$ cat config.mk
export PLATFORM = sky130hd
export DESIGN_NAME = uart_tx_word
export DESIGN_NICKNAME = d
export VERILOG_FILES = /design/src/rtl/uart_tx_word_pkg.sv /design/src/rtl/uart_tx_word_fifo.sv /design/src/rtl/uart_tx_word.sv
export SDC_FILE = /design/constraint.sdc
export NUM_CORES = 1
export LEC_CHECK = 0
export ABC_AREA = 1
export CORE_MARGIN = 3
export CORE_UTILIZATION = 53
export CTS_CLUSTER_SIZE = 28
export DETAILED_ROUTE_END_ITERATION = 7
export PLACE_DENSITY = 0.71
export REMOVE_ABC_BUFFERS = 1
export SKIP_CTS_REPAIR_TIMING = 1
export SYNTH_ARGS = -nofsm -noshare
export SYNTH_HDL_FRONTEND = slang
export SYNTH_SLANG_ARGS = --single-unit
$ cat constraint.sdc
create_clock -name clk -period 4.95 [get_ports clk]
set_clock_uncertainty 0.2 [all_clocks]
set_input_delay 0.7425 -clock clk [delete_from_list [all_inputs] [get_ports clk]]
set_output_delay 0.7425 -clock clk [all_outputs]
set_load 0.1 [all_outputs]
$ cat src/rtl/uart_tx_word_pkg.sv
// Shared types and constants for the word-oriented UART transmit path.
//   tx_state_e     : serialiser states
//   BYTES_PER_WORD : bytes per 32-bit word on the line
//   DATA_BITS      : data bits per 8N1 frame
//   bit_clks()     : full bit period from the half-bit clock count
package uart_pkg;

  typedef enum logic [1:0] {TX_IDLE, TX_START, TX_DATA, TX_STOP} tx_state_e;

  localparam int BYTES_PER_WORD = 4;
  localparam int DATA_BITS      = 8;

  function automatic int bit_clks(input int half);
    return 2 * half;
  endfunction

endpackage

$ cat src/rtl/uart_tx_word_fifo.sv
// word_fifo: synchronous FIFO with registered pointers and an occupancy count.
//   clk, rstn      : clock, synchronous active-low reset
//   push, wdata    : write request and data (ignored while full)
//   pop, rdata     : read request; rdata shows the head entry combinationally
//   full, empty    : status from the occupancy at the start of the cycle
// Push and pop in the same cycle are both honoured. Because full is taken
// from the registered count, a pop never frees a slot for a same-cycle push.
module word_fifo #(
  parameter int WIDTH = 32,
  parameter int DEPTH = 4
) (
  input  logic             clk,
  input  logic             rstn,
  input  logic             push,
  input  logic [WIDTH-1:0] wdata,
  input  logic             pop,
  output logic [WIDTH-1:0] rdata,
  output logic             full,
  output logic             empty
);
  localparam int AW = $clog2(DEPTH);

  logic [WIDTH-1:0] mem_q [DEPTH];
  logic [AW-1:0]    wr_ptr_q, wr_ptr_d;
  logic [AW-1:0]    rd_ptr_q, rd_ptr_d;
  logic [AW:0]      count_q, count_d;
  logic             do_push, do_pop;

  assign full    = (count_q == (AW+1)'(DEPTH));
  assign empty   = (count_q == '0);
  assign do_push = push && !full;
  assign do_pop  = pop && !empty;
  assign rdata   = mem_q[rd_ptr_q];

  // DEPTH is a power of two, so pointers wrap by natural overflow.
  always_comb begin
    wr_ptr_d = wr_ptr_q;
    rd_ptr_d = rd_ptr_q;
    count_d  = count_q;
    if (do_push) wr_ptr_d = wr_ptr_q + 1'b1;
    if (do_pop)  rd_ptr_d = rd_ptr_q + 1'b1;
    if (do_push && !do_pop)      count_d = count_q + 1'b1;
    else if (do_pop && !do_push) count_d = count_q - 1'b1;
  end

  always_ff @(posedge clk) begin
    if (!rstn) begin
      wr_ptr_q <= '0;
      rd_ptr_q <= '0;
      count_q  <= '0;
    end else begin
      wr_ptr_q <= wr_ptr_d;
      rd_ptr_q <= rd_ptr_d;
      count_q  <= count_d;
    end
  end

  // Storage needs no reset; entries are only read after being written.
  always_ff @(posedge clk) begin
    if (do_push) mem_q[wr_ptr_q] <= wdata;
  end

endmodule

$ cat src/rtl/uart_tx_word.sv
// uart_tx_word: buffers 32-bit words and sends each as four 8N1 frames,
// byte 0 (wdata[7:0]) first, every byte LSB first.
//   clk, rstn          : clock, synchronous active-low reset
//   wdata, wdata_valid : word to send; accepted when wdata_ready is high
//   wdata_ready        : FIFO not full
//   txd                : registered serial line, idle high
//   busy               : frame in flight or words still queued
module uart_tx_word #(
  parameter int CLK_PER_HALF_BIT = 434,
  parameter int FIFO_DEPTH       = 4
) (
  input  logic        clk,
  input  logic        rstn,
  input  logic [31:0] wdata,
  input  logic        wdata_valid,
  output logic        wdata_ready,
  output logic        txd,
  output logic        busy
);
  import uart_pkg::*;

  localparam int BIT_CLKS = bit_clks(CLK_PER_HALF_BIT);
  localparam int CW       = $clog2(BIT_CLKS);

  tx_state_e   state_q, state_d;
  logic [CW-1:0] bit_cnt_q, bit_cnt_d;
  logic [2:0]  bit_idx_q, bit_idx_d;
  logic [1:0]  byte_idx_q, byte_idx_d;
  logic [31:0] shreg_q, shreg_d;
  logic        txd_q, txd_d;
  logic        pop, bit_end;
  logic [31:0] fifo_rdata;
  logic        fifo_full, fifo_empty;

  word_fifo #(.WIDTH(32), .DEPTH(FIFO_DEPTH)) u_fifo (
    .clk   (clk),
    .rstn  (rstn),
    .push  (wdata_valid),
    .wdata (wdata),
    .pop   (pop),
    .rdata (fifo_rdata),
    .full  (fifo_full),
    .empty (fifo_empty)
  );

  assign wdata_ready = !fifo_full;
  assign busy        = (state_q != TX_IDLE) || !fifo_empty;
  assign txd         = txd_q;
  assign bit_end     = (bit_cnt_q == CW'(BIT_CLKS - 1));

  always_comb begin
    state_d    = state_q;
    bit_cnt_d  = bit_cnt_q;
    bit_idx_d  = bit_idx_q;
    byte_idx_d = byte_idx_q;
    shreg_d    = shreg_q;
    pop        = 1'b0;
    unique case (state_q)
      TX_IDLE: begin
        bit_cnt_d = '0;
        if (!fifo_empty) begin
          pop        = 1'b1;
          shreg_d    = fifo_rdata;
          byte_idx_d = '0;
          state_d    = TX_START;
        end
      end
      TX_START: begin
        bit_cnt_d = bit_cnt_q + 1'b1;
        if (bit_end) begin
          bit_cnt_d = '0;
          bit_idx_d = '0;
          state_d   = TX_DATA;
        end
      end
      TX_DATA: begin
        bit_cnt_d = bit_cnt_q + 1'b1;
        if (bit_end) begin
          bit_cnt_d = '0;
          shreg_d   = shreg_q >> 1;
          if (bit_idx_q == 3'(DATA_BITS - 1)) state_d = TX_STOP;
          else                                bit_idx_d = bit_idx_q + 1'b1;
        end
      end
      TX_STOP: begin
        bit_cnt_d = bit_cnt_q + 1'b1;
        if (bit_end) begin
          bit_cnt_d = '0;
          if (byte_idx_q == 2'(BYTES_PER_WORD - 1)) begin
            state_d = TX_IDLE;
          end else begin
            byte_idx_d = byte_idx_q + 1'b1;
            state_d    = TX_START;
          end
        end
      end
      default: state_d = TX_IDLE;
    endcase
  end

  // txd is decoded from the current state and registered, so the line trails
  // the FSM by one clock; every level still lasts exactly BIT_CLKS clocks.
  always_comb begin
    unique case (state_q)
      TX_START: txd_d = 1'b0;
      TX_DATA:  txd_d = shreg_q[0];
      default:  txd_d = 1'b1;
    endcase
  end

  always_ff @(posedge clk) begin
    if (!rstn) begin
      state_q    <= TX_IDLE;
      bit_cnt_q  <= '0;
      bit_idx_q  <= '0;
      byte_idx_q <= '0;
      shreg_q    <= '0;
      txd_q      <= 1'b1;
    end else begin
      state_q    <= state_d;
      bit_cnt_q  <= bit_cnt_d;
      bit_idx_q  <= bit_idx_d;
      byte_idx_q <= byte_idx_d;
      shreg_q    <= shreg_d;
      txd_q      <= txd_d;
    end
  end

endmodule

==> summary.md <==
| Metric | Value |
|---|---|
| Status | `finished, final reports clean` |
| Initial DRC count | `354` |
| Crit path cell chain | `inv_1 -> ha_1 -> nand4_1 -> clkdlybuf4s50_1` |
| First-pass GRT wire length | `25.6 mm` |
| Most frequent cells in the layout | `nor2_1 (210), nand2_1 (155), edfxtp_1 (128)` |
| Via/cell ratio | `5.11` |
| Number of I/O port buffers | `37` |
| Setup CP Type | `flip-flop to output port` |
| Share of cells above drive strength 1 | `approximately 6.3%` |
| WP data arrival | `approximately 2.6 ns` |
| GRT Max-Usage Layer | `met2` |
| Worst slew margin | `~29%` |
| Placed cell count | `just over 1000` |
| Initial antenna violation count | `0` |
| Final HPWL DP | `8.55 mm` |
| Total power draw | `5.47 mW` |
| RSZ-0062 raised after global routing | `false` |
| CP max FO | `5` |
| Per-cell routed wire length | `about 14 um` |
| Post-Synth Simple-Gate Area | `19.8%` |
| Yosys warnings | `0` |
| Post-synthesis adder-cell area fraction | `2.48%` |
| Worst Setup Slack, final | `1.41 ns` |
| TritonCTS Buffers | `17` |
| Slew Viols, Final | `0` |
| Final hold vios | `0` |
| Final min period | `3.54 ns` |
| Least-Margin Pin Slew | `approximately 1.1 ns` |
| Peak Freq | `0.283 GHz` |
| ANT cells | `0` |
| Core Region | `14200 um2` |
| Routability cong. | `between 0.7 and 0.8` |
| Compound-Gate Fraction of Synth Area | `8.20%` |
| Setup TNS | `0 ns` |
| Global Route met2 Usage | `34.0%` |
| CP startpoint kind | `flip-flop` |
| Final cell count without fillers | `1049` |
| Power per cell area | `602 nW/um2` |
| Gr ovfl total | `0` |
| Clock Sinks | `around 190` |
| Drc violations | `0` |
| Clock latency on the worst-skew pair | `0.42 ns` |
| Fin area | `9090 um2` |
| Chip width | `128 um` |
| Setup crit end kind | `output port` |
| Pin count of the biggest net entering global routing | `66` |
| Met1 usage | `24.8%` |
| Mapped Cells | `830` |
| Commonest non-fill, non-tap cell in the layout | `nor2_1` |
| CTS tree | `yes` |
| Layout overhead on the synthesized area | `15.4%` |
| Initial Util | `55.4%` |
| Bufs on Longest Clock Path | `2` |
| Tot GR Track Use | `19.8%` |
| Maximum VDD drop | `0.361 mV` |
| Setup slack after placement | `1.87 ns` |
| Worst hold slack | `0.261 ns` |
| Filler cell count | `1122` |
| Die Ht | `128 um` |
| Netlist cell types | `30` |
| ANT nets after route | `0` |
| Final Util | `64.0%` |
| CP required | `around 4.0 ns` |
| Met3 usage | `5.08%` |
| Final setup viols | `0` |
| Syn Area/Cell | `about 9.5 um2` |
| I/O pin count | `38` |
| DP Area | `8350 um2` |
| Vias | `5360` |
| Final cycle utilization of the critical path | `between 70 and 80%` |
| Drt total wl | `between 10 and 15 mm` |
| Drt first pass iters | `4` |
| Lkg Pwr | `3.62 nW` |
| Syn Std Cell Area | `around 8000 um2` |
| Row count | `43` |
| Hold WC Path Type | `flip-flop to flip-flop` |
| Root Buffer | `clkbuf_16` |
| Die area | `around 16000 um2` |
| CP max stage cell | `clkdlybuf4s50_1` |
| CP peak stage delay | `1.18 ns` |
| Sequential-to-total area share from yosys stat | `63.8%` |
| H-tree depth | `4` |
| Yosys reg bits | `187` |
| Largest family of logic cells by synthesized area | `simple AND/OR/NAND/NOR gates` |
| # Max-Cap Violations | `0` |
| Nets | `906` |
| Xor and xnor area share after synthesis | `0.111%` |
| Clock transition at the registers of the reported paths | `0.06 ns` |
| Mux contribution to synthesized area | `0%` |
| Vias in the first global route | `5361` |
## registers in the layout, indices dropped and copies added, names as in the netlist, named ones only
name / flops
shreg_q: 32
txd: 1
byte_idx_q: 2
u_fifo.wr_ptr_q: 2
u_fifo.rd_ptr_q: 2
bit_cnt_q: 10
state_q: 2
u_fifo.mem_q: 128
u_fifo.count_q: 3
bit_idx_q: 3
## synth_stat cells, drive strengths merged
cell,instances,area (um2)
a211oi,1,7.51
a21oi,18,90.1
a31oi,2,12.5
and3,1,6.26
buf,26,150
clkbuf,13,48.8
dfxtp,59,1180
edfxtp,128,3840
fa,1,20.0
ha,14,175
inv,65,244
nand2,157,594
nand3,9,57.6
nand4,5,31.3
nor2,216,816
nor3,2,10.0
nor3b,4,30.0
o211ai,1,7.51
o21a,1,7.51
o21ai,104,521
or2,2,12.5
xor2,1,8.76
## report_power, final
part	internal, mW	switching (mW)
clock	1.10	0.562
sequential	1.92	0.0741
combinational	0.567	1.24
## worst max-delay path: cells and delay by family (launching register included)
kind	cells	cell delay, ns
buffers and inverters	2	1.31
DFF	1	0.41
adders and majority gates	1	0.23
and+or+nand+nor	1	0.22
## layer usage
metal	up-vias	share of wire, %
met1	2474	43
met3	15	5.0
met2	111	51
met4	0	1.1
li1	2760	-
met5	-	0
## area by class of cell
cell class	count	area (um2)	area share, %
clock inverters	15	315	3.47
clock buffers	17	425	4.68
flip-flops and latches	187	5030	55.3
multi-input cells	539	2420	26.6
inverters	65	244	2.68
repair buffers	46	438	4.82
well taps	180	225	2.48
## path summary, 6_finish.rpt
kind	from	endpoint	slack (ns)	cells after the start
max	state_q[0]	busy	1.41	4
min	u_fifo.rd_ptr_q[1]	flip-flop	0.26	2
max reg2reg	flip-flop	shreg_q[13]	2.40	8
min reg2reg	u_fifo.rd_ptr_q[1]	flip-flop	0.26	2
## logic make-up (layout without fill, tap and decap cells)
| group | after synthesis | count (layout) |
|---|---|---|
| AND/OR/NAND/NOR | 396 | 396 |
| flip-flops | 187 | 187 |
| AO/OA/AOI/OAI | 127 | 127 |
| buffers and inverters | 104 | 143 |
| adder cells (fa/ha/maj) | 15 | 15 |
| XOR/XNOR | 1 | 1 |
(Power assumes the default switching activity.)
